`config.mk`:
```
export PLATFORM = sky130hd
export DESIGN_NAME = fifo_requester
export DESIGN_NICKNAME = d
export VERILOG_FILES = /design/src/rtl/fifo_requester.sv
export SDC_FILE = /design/constraint.sdc
export NUM_CORES = 1
export LEC_CHECK = 0
export ABC_AREA = 0
export CAP_MARGIN = 20
export CORE_MARGIN = 2
export CORE_UTILIZATION = 46
export CTS_CLUSTER_DIAMETER = 150
export DETAILED_ROUTE_END_ITERATION = 8
export PLACE_DENSITY = 0.81
export SYNTH_ARGS = -nofsm -noshare
export SYNTH_HDL_FRONTEND = slang
export SYNTH_SLANG_ARGS = --single-unit
```
`constraint.sdc`:
```
create_clock -name clk -period 2.6 [get_ports clk]
set_input_delay 0.39 -clock clk [delete_from_list [all_inputs] [get_ports clk]]
set_output_delay 0.39 -clock clk [all_outputs]
set_load 0.02 [all_outputs]
```
`src/rtl/fifo_requester.sv`:
```
// fifo_requester
// Issues bursts of single-word requests to a FIFO and checks each handshake.
// A write burst pushes seed, seed+1, ... and a read burst pops words and sums them.
// Each word is one request strobe followed by one response cycle, so strobes are
// never back-to-back. Waiting on full/empty is bounded by STALL_MAX.
//
// Optional feature macro: FIFO_REQ_RETRY_EN
//   When defined, a failed response reissues the same word up to 3 times
//   before the burst aborts. When undefined, the first failure aborts.
//
// Parameters
//   DATA_W    : FIFO data width
//   STALL_MAX : consecutive blocked cycles tolerated before aborting
//
// Ports
//   clk, reset_n                 : clock, synchronous active-low reset
//   start, op, len, seed         : burst command (op 0 = write, 1 = read)
//   full, empty                  : FIFO status flags
//   wr_ack, wr_err, rd_ack,
//   rd_err, rd_data              : FIFO responses, one cycle after the strobe
//   wr_en, rd_en, wr_data        : FIFO request strobes and write word
//   busy, done, err              : burst status
//   xfer_cnt, checksum           : words acknowledged, sum of words read
module fifo_requester #(
  parameter int DATA_W    = 32,
  parameter int STALL_MAX = 15
) (
  input  logic              clk,
  input  logic              reset_n,
  input  logic              start,
  input  logic              op,
  input  logic [3:0]        len,
  input  logic [DATA_W-1:0] seed,
  input  logic              full,
  input  logic              empty,
  input  logic              wr_ack,
  input  logic              wr_err,
  input  logic              rd_ack,
  input  logic              rd_err,
  input  logic [DATA_W-1:0] rd_data,
  output logic              wr_en,
  output logic              rd_en,
  output logic [DATA_W-1:0] wr_data,
  output logic              busy,
  output logic              done,
  output logic              err,
  output logic [3:0]        xfer_cnt,
  output logic [DATA_W-1:0] checksum
);

  // The stall counter only needs to reach STALL_MAX-1: the blocked cycle that
  // would make it STALL_MAX is the one that aborts.
  localparam int SW = (STALL_MAX < 3) ? 1 : $clog2(STALL_MAX);
  localparam logic [SW-1:0] STALL_LAST = SW'(STALL_MAX - 1);

  typedef enum logic [1:0] {
    S_IDLE = 2'd0,
    S_REQ  = 2'd1,
    S_WAIT = 2'd2,
    S_DONE = 2'd3
  } state_t;

  state_t            state;
  logic              op_q;
  logic [3:0]        len_q;
  logic [DATA_W-1:0] seed_q;
  logic [SW-1:0]     stall_cnt;
`ifdef FIFO_REQ_RETRY_EN
  logic [1:0]        retry_cnt;
`endif

  logic blocked;
  logic resp_ok;

  // Only the flag and responses of the latched direction matter; a response
  // carrying both ack and err counts as a failure.
  assign blocked = op_q ? empty : full;
  assign resp_ok = op_q ? (rd_ack & ~rd_err) : (wr_ack & ~wr_err);

  always_ff @(posedge clk) begin
    if (!reset_n) begin
      state     <= S_IDLE;
      op_q      <= 1'b0;
      len_q     <= 4'd0;
      seed_q    <= '0;
      stall_cnt <= '0;
      wr_en     <= 1'b0;
      rd_en     <= 1'b0;
      wr_data   <= '0;
      busy      <= 1'b0;
      done      <= 1'b0;
      err       <= 1'b0;
      xfer_cnt  <= 4'd0;
      checksum  <= '0;
`ifdef FIFO_REQ_RETRY_EN
      retry_cnt <= 2'd0;
`endif
    end else begin
      wr_en <= 1'b0;
      rd_en <= 1'b0;
      done  <= 1'b0;
      case (state)
        S_IDLE: begin
          if (start) begin
            op_q      <= op;
            len_q     <= len;
            seed_q    <= seed;
            xfer_cnt  <= 4'd0;
            err       <= 1'b0;
            checksum  <= '0;
            stall_cnt <= '0;
`ifdef FIFO_REQ_RETRY_EN
            retry_cnt <= 2'd0;
`endif
            if (len == 4'd0) begin
              state <= S_DONE;
            end else begin
              busy  <= 1'b1;
              state <= S_REQ;
            end
          end
        end
        S_REQ: begin
          if (blocked) begin
            if (stall_cnt == STALL_LAST) begin
              err   <= 1'b1;
              busy  <= 1'b0;
              state <= S_DONE;
            end else begin
              stall_cnt <= stall_cnt + 1'b1;
            end
          end else begin
            stall_cnt <= '0;
            if (op_q) begin
              rd_en <= 1'b1;
            end else begin
              wr_en   <= 1'b1;
              wr_data <= seed_q + DATA_W'(xfer_cnt);
            end
            state <= S_WAIT;
          end
        end
        S_WAIT: begin
          if (resp_ok) begin
            xfer_cnt <= xfer_cnt + 4'd1;
            if (op_q) begin
              checksum <= checksum + rd_data;
            end
`ifdef FIFO_REQ_RETRY_EN
            retry_cnt <= 2'd0;
`endif
            if (xfer_cnt + 4'd1 == len_q) begin
              busy  <= 1'b0;
              state <= S_DONE;
            end else begin
              state <= S_REQ;
            end
          end else begin
`ifdef FIFO_REQ_RETRY_EN
            // xfer_cnt is unchanged, so the reissue carries the same word.
            if (retry_cnt != 2'd3) begin
              retry_cnt <= retry_cnt + 2'd1;
              state     <= S_REQ;
            end else begin
              err   <= 1'b1;
              busy  <= 1'b0;
              state <= S_DONE;
            end
`else
            err   <= 1'b1;
            busy  <= 1'b0;
            state <= S_DONE;
`endif
          end
        end
        S_DONE: begin
          done  <= 1'b1;
          state <= S_IDLE;
        end
        default: state <= S_IDLE;
      endcase
    end
  end

endmodule

```
==> results of run 1 <==
## sequential cells by signal (all words and copies together) (netlist names)
| name | cells |
|---|---|
| seed_q | 32 |
| checksum | 32 |
| err | 1 |
| xfer_cnt | 4 |
| rd_en | 1 |
| op_q | 1 |
| wr_en | 1 |
| busy | 1 |
| done | 1 |
| len_q | 4 |
| wr_data | 32 |
| stall_cnt | 4 |
| state | 2 |
## cell usage after synthesis (all sizes together), types with 3 or more instances
cell type	n
a311oi	6
nand2	127
dfxtp	116
nor2	81
a21oi	77
o21a	4
o21bai	4
nor2b	5
nor4	4
mux2i	8
ha	42
a31oi	7
a21o	20
and2	6
a221o	3
and3	9
buf	5
nor3	12
nand4	10
xor2	30
nor3b	6
clkbuf	31
xnor2	25
a211oi	25
a22oi	11
o211ai	7
nand2b	5
o21ai	41
nand3	24
inv	18
or3	8
## layout make-up
cell class | instances | area, µm² | share of cell area, %
repair buffers | 237 | 2180 | 22.9
multi-input cells | 636 | 4120 | 43.2
clock buffers | 21 | 460 | 4.83
well taps | 180 | 225 | 2.36
clock inverters | 11 | 150 | 1.58
flip-flops and latches | 116 | 2320 | 24.4
inverters | 18 | 67.6 | 0.709
## how the worst max path moves through the flow
stage | end | slack [ns]
finish | checksum[21]$_SDFFE_PN0P_ | -0.003
global route | checksum[21]$_SDFFE_PN0P_ | -0.05
CTS | checksum[22]$_SDFFE_PN0P_ | 0.007
detailed placement | checksum[22]$_SDFFE_PN0P_ | -0.65
global placement | checksum[26]$_SDFFE_PN0P_ | -0.56
floorplan | checksum[26]$_SDFFE_PN0P_ | 0.005
## cell usage in the layout (no fill, tap or decap), types with 4 or more instances in the layout
master and instances:
a211oi_1 24, a21o_1 19, a21oi_1 74, a22oi_1 11
a311oi_1 5, a31oi_1 4, and2_1 5, and3_1 8
buf_4 85, clkbuf_16 17, clkdlybuf4s50_1 150, dfxtp_1 115
ha_1 41, inv_1 16, mux2i_1 8, nand2_1 127
nand2b_1 4, nand3_1 23, nand4_1 10, nor2_1 80
nor2b_1 5, nor3_1 9, nor3b_1 5, o211ai_1 4
o21a_1 4, o21ai_0 26, o21ai_1 12, or3_1 8
xnor2_1 25, xor2_1 30
## worst max-delay path, delay by kind of cell
| family | cells | cell delay, ns |
|---|---|---|
| fa+ha+maj | 1 | 0.34 |
| simple gates | 2 | 0.57 |
| compound gates | 6 | 1.17 |
| buf+inv | 1 | 0.44 |
## power groups by stage
stage / clock network, µW / logic (µW) / registers [µW]
CTS: 2470 / 2950 / 2370
floorplan: 0 / 1580 / 2590
detailed placement: 0 / 2910 / 2410
global route: 2550 / 3270 / 2420
global placement: 0 / 2860 / 2390
finish: 2430 / 2970 / 2380
## metal layers
| metal | part of all wire [%] | vias up | wire [µm] |
|---|---|---|---|
| met3 | 4.9 | 45 | 917 |
| li1 | - | 3306 | - |
| met4 | 2.6 | 0 | 477 |
| met2 | 47 | 182 | 8710 |
| met1 | 46 | 3122 | 8550 |
| met5 | 0 | - | 0 |
## cell families after synthesis
family / count (synthesis)
compound gates: 221
fa+ha+maj: 44
buf+inv: 54
mux: 10
xor+xnor: 55
simple gates: 306
flops: 116
## metrics by stage
stage                     worst slack [ns]  hold WS [ns]  power [µW]  std cells
after floorplan                    0.00510         0.440        4160        806
after global placement              -0.561         0.451        5250       1186
after detailed placement            -0.652         0.459        5320       1186
after CTS                          0.00723         0.467        7790       1219
after global routing               -0.0534         0.482        8240       1219
final                             -0.00310         0.464        7780       1219
## what timing repair did
action	CTS	global route
setup buffers	1	0
pin swaps	3	7
gates resized for setup	4	12
endpoints found under the setup margin	7	12
hold endpoints to repair	0	0
gates cloned	0	0
==> impl_metrics.yaml, run 1 <==
synth:
  synth-simple-area-share_pct: 21.7
  ys_types: 70
  synth_nets: 928
  syn_area_mm2: 0.00655
  ys_top_cells_by_area: "dfxtp_1 35%, ha_1 8.0%, nand2_1 7.3%, a21oi_1 5.8%, nor2_1 4.6%"
  async_reset_ff_share_pct: 0
  synthXorXnorAreaFrac_pct: 7.36
  synth_top_area_share_pct: 35.5
  synth-edff-count: 0
  synthAdderAreaFrac_pct: 8.64
  synth_top_area_cell: "dfxtp_1"
  synth_compound_area_share_pct: 22.0
  syn-instance-count: 806
  synth_top_family_by_area: "compound AO/OA/AOI/OAI gates"
  yosysWarnings: 0
  synth_seq_cells: 116
  ys.flop_type: "dfxtp_1"
  yosysSeqAreaShare_pct: 35.5
  synth.avg_cell_area_um2: 8.12
  synthMuxAreaShare_pct: 1.57
place:
  dpl-instance-area_mm2: 0.00881
  gp_congestion: 0.907
  portBuffers: 150
  dp_hpwl_um: 13200
setup_path:
  start_kind: "input port"
  slowest_stage: "clkdlybuf4s50_1"
  cp-end-kind: "flip-flop"
  r2r_cells: 10
  crit_path_start: "rd_data[1]"
  worstSetupPathType: "in2reg"
  cp.required_ns: 2.91
  r2r-start: "checksum[1]$_SDFFE_PN0P_"
  max_stage_delay_ns: 0.44
  path_cells: "clkdlybuf4s50_1, ha_1, a211oi_2, o211ai_2, and4_4, o21ai_1, a21oi_2, o21a_1, or3_1, a32o_1"
  cp.arrival_ns: 2.91
  ff2ff_setup_slack_ns: -0.003
  cp_max_fo: 3
  r2r_end: "checksum[21]$_SDFFE_PN0P_"
global_routing:
  grt_pass1_wl_um: 29500
  overflow: 0
  grt_usage_pct: 24.6
  met1_usage_pct: 31.8
  grt_max_degree: 91
  grt_pass1_vias: 6326
  grtUsageMet3_pct: 5.40
  grt_antenna_before_repair: 0
  grt_util_met2_pct: 40.1
  busiest_layer: "met2"
clocking:
  cts_sinks: 116
  numCtsBuffers: 17
  clockBufferDepth: 2
  clockRootBuffer: "clkbuf_16"
  clkTransAtPathRegs_ns: 0.05
  cts_tree: "done"
  postCtsHoldBufs: 0
  htreeDepth: 4
  clk_latency_ns: 0.43
pwr:
  power.switching_uw: 2780
  clockPowerShare_pct: 31.3
  p_int_uw: 5000
  switching_share_pct: 35.7
  power_frac_comb_pct: 38.2
  pwr-share-seq_pct: 30.5
  leakagePower_uw: 0.00386
  powerDensity_mw_per_mm2: 817
  peakVddDrop_mv: 0.555
timing:
  worst_pin_slew_ns: 0.629
  min_period_over_period_pct: 100
  fin_ws_ns: -0.00310
  finalSetupViolations: 1
  finClkSkew_ns: 0.0115
  maxSlewViolCount: 0
  min_period_ns: 2.60
  finalSetupTns_ns: -0.00310
  max_freq_mhz: 384
  max_slew_margin_pct: 57.7
  hold_viol_final: 0
routing:
  vias_per_cell: 5.46
  wl_per_cell_um: 15.3
  first_iter_violations: 458
  vias: 6655
  ant_nets: 0
  drt_first_pass_iters: 6
  drt_drc_violations_left: 0
  finalWirelength_um: 18700
finish:
  nFillCells: 1150
  area_growth_pct: 45.5
  final_area_mm2: 0.00953
  fin_nets: 1148
  fin_util_pct: 68.6
  antenna_cells: 0
  drive_gt1_share_pct: 15.3
die:
  die_w_um: 123
  rows: 43
  core_mm2: 0.0139
  die-area_mm2: 0.0152
  io_pins: 151
  start_util_pct: 47.2
  die_h_um: 123
hold_path:
  hold_end: "seed_q[0]$_SDFFE_PN0P_"
  hold_path.startpoint: "seed_q[0]$_SDFFE_PN0P_"
  whs_path_depth: 2
  holdCritPathClass: "reg2reg"
outcome:
  failed_checks: "setup timing"
  status: "finished with violations"
run:
  drv_cap: 0
(Power assumes the default switching activity.)
==> run 2: changes to the inputs <==
CORE_ASPECT_RATIO = 1.5   (was not set)
CTS_BUF_LIST = sky130_fd_sc_hd__clkbuf_8 sky130_fd_sc_hd__clkbuf_16   (was not set)
==> impl_metrics.yaml, run 2 (synthesis results as in run 1) <==
clocking:
  htreeDepth: 4
  postCtsHoldBufs: 0
  clk_latency_ns: 0.42
  clockRootBuffer: "clkbuf_16"
  clockBufferDepth: 2
  clkTransAtPathRegs_ns: 0.06
  numCtsBuffers: 17
  cts_tree: "done"
  cts_sinks: 116
place:
  dpl-instance-area_mm2: 0.00887
  portBuffers: 150
  post-place-ws_ns: -0.618
  gp_congestion: 0.931
  dp.cells: 1205
  dp_hpwl_um: 14500
timing:
  hold_viol_final: 0
  min_period_over_period_pct: 97.6
  finClkSkew_ns: 0.00805
  finalSetupTns_ns: 0
  maxSlewViolCount: 0
  worst_pin_slew_ns: 0.848
  max_freq_mhz: 394
  min_period_ns: 2.54
  fin_ws_ns: 0.0616
  max_slew_margin_pct: 43.1
  finalSetupViolations: 0
pwr:
  leakagePower_uw: 0.00392
  powerDensity_mw_per_mm2: 806
  peakVddDrop_mv: 0.555
finish:
  fin_util_pct: 68.6
  area_growth_pct: 46.6
  final_common_cell: "clkdlybuf4s50_1"
  antenna_cells: 0
  final_cell_mix: "148 x clkdlybuf4s50_1, 127 x nand2_1, 115 x dfxtp_1"
  final_area_mm2: 0.00960
  final_cell_count_no_fill: 1242
  drive_gt1_share_pct: 16.8
  fin_nets: 1159
  top_regs: "checksum x32, seed_q x32, wr_data x32"
routing:
  drt_drc_violations_left: 0
  ant_nets: 0
  first_iter_violations: 238
  vias_per_cell: 5.48
  wl_per_cell_um: 16.1
  finalWirelength_um: 20000
  drt_first_pass_iters: 5
  vias: 6800
die:
  die-area_mm2: 0.0152
  rows: 53
  core_mm2: 0.0140
  die_w_um: 101
  die_h_um: 150
  io_pins: 151
  start_util_pct: 46.8
global_routing:
  grt_antenna_before_repair: 0
  grt_usage_pct: 26.4
  overflow: 0
  grt_max_degree: 91
  grt_pass1_vias: 6866
  grt_pass1_wl_um: 31800
setup_path:
  max_stage_delay_ns: 0.47
  cp-end-kind: "flip-flop"
  path_cells: "clkdlybuf4s50_1, ha_1, nand2_1, o211a_1, nor3_2, buf_4, o211a_4, o211ai_2, buf_4, nand3b_1, or4b_4, o211ai_2"
  ff2ff_setup_slack_ns: 0.11
  worstSetupPathType: "in2reg"
  cp_max_fo: 4
  slowest_stage: "or4b_4"
  cp.required_ns: 2.95
  r2r_cells: 10
  cp.arrival_ns: 2.89
  start_kind: "input port"
run:
  drv_cap: 0
outcome:
  status: "finished, final reports clean"
hold_path:
  whs_path_depth: 2
  holdCritPathClass: "reg2reg"
-- run 2: through the flow --
stage                     hold WS, ns  total power [µW]
final                           0.463              7730
after global routing            0.495              8190
after CTS                       0.464              7730
after detailed placement        0.456              5370
after global placement          0.449              5310
after floorplan                 0.440              4160
-- run 2: report_power, final --
part	internal [µW]	total [µW]	switching [µW]
clock	1360	2340	977
sequential	2110	2390	276
combinational	1360	3010	1650
-- run 2: cell type report --
cell class | instances | area [µm²]
clock buffers | 17 | 425
clock inverters | 15 | 160
fillers | 1087 | 4400
inverters | 18 | 67.6
multi-input cells | 636 | 4120
flip-flops and latches | 116 | 2320
well taps | 192 | 240
repair buffers | 248 | 2260
-- run 2: final timing paths --
| kind | startpoint | to |
|---|---|---|
| setup / recovery | rd_data[9] | checksum[31]$_SDFFE_PN0P_ |
| hold / removal | checksum[17]$_SDFFE_PN0P_ | checksum[17]$_SDFFE_PN0P_ |
| hold reg to reg | checksum[17]$_SDFFE_PN0P_ | checksum[17]$_SDFFE_PN0P_ |
| setup reg to reg | checksum[22]$_SDFFE_PN0P_ | checksum[31]$_SDFFE_PN0P_ |
-- run 2: repair_timing --
item,4_1_cts,5_1_grt
buffers inserted,2,3
pin swaps,7,7
resized for setup,3,19
cloned,0,0
endpoints found under the setup margin,10,19
-- run 2: worst max-delay path, delay by kind of cell --
family	cells	cell delay [ns]
and+or+nand+nor	4	0.86
buffers and inverters	3	0.71
adders and majority gates	1	0.35
AOI/OAI and AO/OA	4	0.58
-- run 2: layer usage --
layer  GRT usage [%]  up-vias  share of wire (%)
li1                -     3326                  -
met3            6.45       62                6.0
met5               0        -                  0
met1            26.0     3173                 36
met2            49.2      239                 53
met4            15.0        0                4.9
